`src/rtl/pipe_pkg.sv`:
```
// Shared types and M->WB payload layout for the pipeline stage registers.
package pipe_pkg;

    typedef enum logic [1:0] {ST_EMPTY, ST_ONE, ST_TWO} pipe_state_t;
    typedef logic [1:0] pipe_occ_t;

    // M->WB payload: {wb_from_mem, wb_en, rd_addr[4:0], rd[31:0]}
    localparam int unsigned M_WB_PAYLOAD_W   = 39;
    localparam int unsigned M_WB_RD_LSB      = 0;
    localparam int unsigned M_WB_RD_W        = 32;
    localparam int unsigned M_WB_RD_ADDR_LSB = 32;
    localparam int unsigned M_WB_RD_ADDR_W   = 5;
    localparam int unsigned M_WB_WB_EN_BIT   = 37;
    localparam int unsigned M_WB_FROM_MEM_BIT = 38;

    // Bubble writes x0 only, so it is a harmless no-op in writeback.
    localparam logic [M_WB_PAYLOAD_W-1:0] M_WB_BUBBLE = 39'h20_0000_0000;

    function automatic pipe_occ_t occ_of(input pipe_state_t s);
        case (s)
            ST_ONE:  return 2'd1;
            ST_TWO:  return 2'd2;
            default: return 2'd0;
        endcase
    endfunction

endpackage

```
`src/rtl/sat_counter.sv`:
```
// Saturating up-counter with asynchronous active-high reset.
module sat_counter #(
    parameter int unsigned CNT_W = 16
) (
    input  logic             clk,
    input  logic             rst,
    input  logic             en,
    output logic [CNT_W-1:0] count
);

    logic [CNT_W-1:0] count_q, count_d;

    always_comb begin
        count_d = count_q;
        if (en && (count_q != '1)) begin
            count_d = count_q + 1'b1;
        end
    end

    always_ff @(posedge clk or posedge rst) begin
        if (rst) begin
            count_q <= '0;
        end else begin
            count_q <= count_d;
        end
    end

    assign count = count_q;

endmodule

```
`src/rtl/pipe_stage_skid.sv`:
```
// Parametrised valid/ready pipeline stage with optional 2-entry skid buffer,
// synchronous flush, occupancy output and saturating stall counter.
module pipe_stage_skid
    import pipe_pkg::*;
#(
    parameter int unsigned              PAYLOAD_W  = 39,
    parameter logic [PAYLOAD_W-1:0]     BUBBLE_VAL = PAYLOAD_W'(M_WB_BUBBLE),
    parameter bit                       SKID       = 1'b1,
    parameter int unsigned              CNT_W      = 16
) (
    input  logic                 clk,
    input  logic                 rst,
    input  logic                 flush,
    input  logic                 in_valid,
    output logic                 in_ready,
    input  logic [PAYLOAD_W-1:0] in_data,
    output logic                 out_valid,
    input  logic                 out_ready,
    output logic [PAYLOAD_W-1:0] out_data,
    output pipe_occ_t            occupancy,
    output logic [CNT_W-1:0]     stall_cycles
);

    pipe_state_t          state_q, state_d;
    logic [PAYLOAD_W-1:0] main_q, main_d;
    logic                 in_fire, out_fire;

    assign out_valid = (state_q != ST_EMPTY);
    assign out_data  = main_q;
    assign occupancy = occ_of(state_q);
    assign in_fire   = in_valid & in_ready;
    assign out_fire  = out_valid & out_ready;

    always_ff @(posedge clk or posedge rst) begin
        if (rst) begin
            state_q <= ST_EMPTY;
            main_q  <= BUBBLE_VAL;
        end else begin
            state_q <= state_d;
            main_q  <= main_d;
        end
    end

    generate
        if (SKID) begin : g_skid
            logic [PAYLOAD_W-1:0] skid_q, skid_d;

            // Registered ready: only the skid-full state blocks upstream.
            assign in_ready = (state_q != ST_TWO);

            always_comb begin
                state_d = state_q;
                main_d  = main_q;
                skid_d  = skid_q;
                if (flush) begin
                    state_d = ST_EMPTY;
                    main_d  = BUBBLE_VAL;
                    skid_d  = BUBBLE_VAL;
                end else begin
                    case (state_q)
                        ST_EMPTY: begin
                            if (in_fire) begin
                                state_d = ST_ONE;
                                main_d  = in_data;
                            end
                        end
                        ST_ONE: begin
                            if (in_fire && out_fire) begin
                                main_d = in_data;
                            end else if (in_fire) begin
                                state_d = ST_TWO;
                                skid_d  = in_data;
                            end else if (out_fire) begin
                                state_d = ST_EMPTY;
                                main_d  = BUBBLE_VAL;
                            end
                        end
                        ST_TWO: begin
                            if (out_fire) begin
                                state_d = ST_ONE;
                                main_d  = skid_q;
                                skid_d  = BUBBLE_VAL;
                            end
                        end
                        default: begin
                            state_d = ST_EMPTY;
                            main_d  = BUBBLE_VAL;
                            skid_d  = BUBBLE_VAL;
                        end
                    endcase
                end
            end

            always_ff @(posedge clk or posedge rst) begin
                if (rst) begin
                    skid_q <= BUBBLE_VAL;
                end else begin
                    skid_q <= skid_d;
                end
            end
        end else begin : g_noskid
            assign in_ready = (state_q == ST_EMPTY) || out_ready;

            always_comb begin
                state_d = state_q;
                main_d  = main_q;
                if (flush) begin
                    state_d = ST_EMPTY;
                    main_d  = BUBBLE_VAL;
                end else if (in_fire) begin
                    state_d = ST_ONE;
                    main_d  = in_data;
                end else if (out_fire) begin
                    state_d = ST_EMPTY;
                    main_d  = BUBBLE_VAL;
                end
            end
        end
    endgenerate

    sat_counter #(.CNT_W(CNT_W)) u_stall_cnt (
        .clk   (clk),
        .rst   (rst),
        .en    (out_valid & ~out_ready),
        .count (stall_cycles)
    );

    // A flush kills upstream as well, so it may drop a pending offer.
    a_in_hold: assert property (@(posedge clk) disable iff (rst)
        (in_valid && !in_ready && !flush) |=> (in_valid && $stable(in_data)))
        else $error("in_valid/in_data retracted while stalled");

endmodule
```
`config.mk`:
```
export PLATFORM = sky130hd
export DESIGN_NAME = pipe_stage_skid
export DESIGN_NICKNAME = d
export VERILOG_FILES = /design/src/rtl/pipe_pkg.sv /design/src/rtl/sat_counter.sv /design/src/rtl/pipe_stage_skid.sv
export SDC_FILE = /design/constraint.sdc
export NUM_CORES = 1
export LEC_CHECK = 0
export BUFFER_PORTS_ARGS = -buffer_cell sky130_fd_sc_hd__buf_4
export CAP_MARGIN = 25
export CORE_MARGIN = 3
export CORE_UTILIZATION = 48
export CTS_BUF_LIST = sky130_fd_sc_hd__clkbuf_16
export CTS_CLUSTER_SIZE = 28
export DETAILED_ROUTE_END_ITERATION = 8
export PLACE_DENSITY = 0.84
export SKIP_LAST_GASP = 1
export SYNTH_ARGS = -nofsm -noshare
export SYNTH_HDL_FRONTEND = slang
export SYNTH_SLANG_ARGS = --single-unit
```
`constraint.sdc`:
```
create_clock -name clk -period 2.7 [get_ports clk]
set_input_delay 0 -clock clk [delete_from_list [all_inputs] [get_ports clk]]
set_output_delay 0 -clock clk [all_outputs]
set_load 0.05 [all_outputs]
```
==> impl_results.md <==
* Status: completed
* Layout area overhead at 35.3%
* Crit Path Class: register to register
* Synth warn at 0
* Detailed-route wire length per cell at approximately 17 um
* Gr ovfl total at 0
* CP max stage cell: dlygate4sd3_1
* Reg area at 2400 um2
* Most frequent cells in the layout: buf_4 (109), dfrtp_1 (94), nand2_1 (46), inv_1 (45), dlygate4sd3_1 (42)
* RSZ-0062 raised after global routing: false
* Power per cell area at ~610 nW/um2
* Post-Syn Nets at between 400 and 500
* Seq/Total Area, Yosys at a little over half
* Clk_lat worst skew at roughly 0.33 ns
* Buffers on Ports at just over 100
* Synth Area in XOR/XNOR at under 10%
* Distinct cells, synth at 44
* Pre-Repair DR Iteration Count at 4
* RePlAce Congestion at around 0.79
* Startpoint types: register
* DP Wirelength at roughly 7000 um
* Rel. slew slack at between 60 and 70%
* Mux cell area share after synthesis at 9.49%
* Combinational power share at about a quarter
* Die area at between 10000 and 15000 um2
* Clock Skews at between 0.008 and 0.009 ns
* Nets at just under 600
* #FFs+latches synth at between 90 and 100
* DRT Wirelength at ~11000 um
* CTS max path bufs at 2
* Root buffer cell: clkbuf_16
* Die height at around 100 um
* Layout cells sized above 1 at around 28%
* Fin. Hold Viols at 0
* Final setup viols at 0
* Slew Limit Fails at 0
* Cell count after synthesis at roughly 410
* Drt via density at between 5 and 6
* Num Clock Sinks at 96
* First-pass GRT wire length at 18500 um
* Largest net degree at the start of global routing at 87
* DRC Markers at 0
* Io pins at roughly 100
* Reg power frac at roughly 44%
* Multi-input gate area at ~1800 um2
* Vias in the first global route at 3719
* Switching Share at roughly 33%
* Fin crit share at around 79%
* Combinational family with the most area after synthesis: compound AO/OA/AOI/OAI gates
* CP Data Arrival Time at approximately 2.4 ns
* Worst setup EP type: register
* Total chip power at 3.72 mW
* Core ar. at between 8000 and 9000 um2
* Post-Synth Adder-Cell Area at less than 1%
* Worst Hold Class: primary input to register
* Initial antenna violation count at 0
* Filler cell count at around 650
* Hold slack at roughly 0.028 ns
* P_sw at 1.22 mW
* Fin crit period at around 2.1 ns
* CP max FO at 25
* Clock Power Share at between 30% and 40%
* CTS tree: yes
* Num CTS Buffers at 9
* Worst path cell trace: nor2b_4 -> buf_12 -> a21oi_1 -> nor3_1 -> dlygate4sd3_1
* Row count at 34
* Pint at 2.50 mW
* Simple-Gate Fraction of Synth Area at roughly 9.8%
* Number of antenna diodes at 0
* Starting Density at between 50% and 60%
* Clock-pin slew of the registers on the worst-case setup and hold paths at approximately 0.06 ns
* Setup bufs post-CTS at 0
* Synth Cell Area at approximately 4500 um2
* Worst Tran Pin Value at roughly 0.53 ns
* Critical Path RT at 2.97 ns
* Initial DRC Count at roughly 160
* Max_cap viols at 0
* Die width at roughly 100 um
* H-Tree Depth at 3
* Peak Freq at ~0.47 GHz
* Post-CTS Resized at 0
* Static leakage at ~2.9 nW
* GRT Total Usage at between 20 and 25%
* Syn_area_per_cell at 11.1 um2
* Critical Path Max Stage Delay at between 0.5 and 0.6 ns
* Routed Antenna Nets at 0
* Setup_tns at 0 ns
* Commonest non-fill, non-tap cell in the layout: buf_4
* Vias at between 3000 and 4000
* Peak VDD IR at 0.338 mV
* Cts hold-fix bufs at 42
* Synth Area in Compound Gates at between 15 and 20%
[logic make-up after synthesis]
family,after synthesis
AOI/OAI and AO/OA,93
xor gates and xnor gates,12
adders and majority gates,1
buffers and inverters,73
DFF,96
muxes,42
and+or+nand+nor,88
[registers in the layout (all words and copies together), names as in the netlist]
signal and flops:
state_q 2, g_skid.skid_q 39, u_stall_cnt.count 16, out_data 39
[Yosys cell counts]
cell type / number / area (um2)
a21o_1: 2 / 15.0
a21oi_1: 5 / 25.0
a22oi_1: 38 / 285
a2bb2oi_1: 1 / 8.76
a31oi_1: 1 / 6.26
and2_1: 1 / 6.26
and3_1: 1 / 6.26
and4_1: 3 / 26.3
buf_2: 13 / 65.1
buf_4: 4 / 30.0
buf_6: 2 / 22.5
clkbuf_1: 10 / 37.5
dfrtp_1: 94 / 2350
dfstp_2: 2 / 52.6
ha_1: 1 / 12.5
inv_1: 44 / 165
mux2_2: 2 / 22.5
mux2_4: 1 / 15.0
mux2i_1: 39 / 390
nand2_1: 46 / 173
nand2b_4: 1 / 13.8
nand3_1: 6 / 30.0
nand4_1: 7 / 43.8
nand4_2: 1 / 12.5
nor2_1: 5 / 18.8
nor2_2: 1 / 6.26
nor2b_1: 2 / 12.5
nor3_1: 7 / 35.0
nor4_1: 2 / 12.5
nor4_4: 1 / 21.3
o211ai_1: 1 / 7.51
o21a_1: 1 / 7.51
o21ai_0: 2 / 10.0
o21ba_2: 1 / 10.0
o21bai_1: 1 / 7.51
o22a_1: 1 / 8.76
o2bb2ai_1: 28 / 245
o2bb2ai_2: 10 / 150
o32a_1: 1 / 10.0
or2_1: 1 / 6.26
or2_2: 1 / 6.26
or3_1: 2 / 12.5
xnor2_1: 6 / 52.6
xor2_1: 6 / 52.6
[metrics by stage]
step / setup WS, ns / instance area, um2 / utilization (%) / cells
floorplan: 0.198 / 4510 / - / 405
global placement: 0.909 / 5390 / 60.4 / 595
detailed placement: 0.787 / 5390 / 60.4 / 595
CTS: 0.560 / 6080 / 68.1 / 653
global route: 0.402 / 6100 / 68.3 / 654
finish: 0.561 / 6100 / 68.3 / 654
[metal layers]
metal / part of all wire, % / track usage [%] / vias up
met1: 42 / 28.8 / 1758
met5: 0 / 0 / -
li1: - / - / 1698
met4: 1.7 / 6.18 / 0
met3: 5.5 / 4.47 / 18
met2: 51 / 37.6 / 107
[critical path: cells and delay by family (launching register included)]
family	cells	cell delay, ns
compound gates	1	0.06
simple gates	2	0.65
flops	1	0.55
buf+inv	2	0.80
[power groups by stage]
stage               clock, mW  combinational, mW  sequential [mW]
floorplan                   0              0.321             1.92
global placement            0              0.843             1.67
detailed placement          0              0.861             1.67
CTS                      1.17              0.912             1.65
global route             1.24              0.974             1.66
finish                   1.16              0.910             1.65
[final timing paths]
| check | endpoint | start | cells past startpoint | slack [ns] |
|---|---|---|---|---|
| worst min register to register | out_data[27] | out_data[27] | 1 | 0.50 |
| worst max register to register | state_q[1] | state_q[1] | 5 | 0.56 |
| min in group asynchronous | out_data[17] | rst | 3 | 0.28 |
| max in group asynchronous | u_stall_cnt.count[4] | rst | 5 | 1.58 |
| worst max-delay path | state_q[1] | state_q[1] | 5 | 0.56 |
| worst min-delay path | g_skid.skid_q[37] | in_data[37] | 3 | 0.03 |
[area by class of cell]
cell class,instances,share of cell area (%)
Clock inverter,7,0.677
Inverter,44,2.75
Clock buffer,9,3.69
Sequential cell,96,39.4
Timing Repair Buffer,154,21.3
Tap cell,108,2.21
Multi-Input combinational cell,236,30.0
No activity file was read; power rests on OpenSTA's default activity.
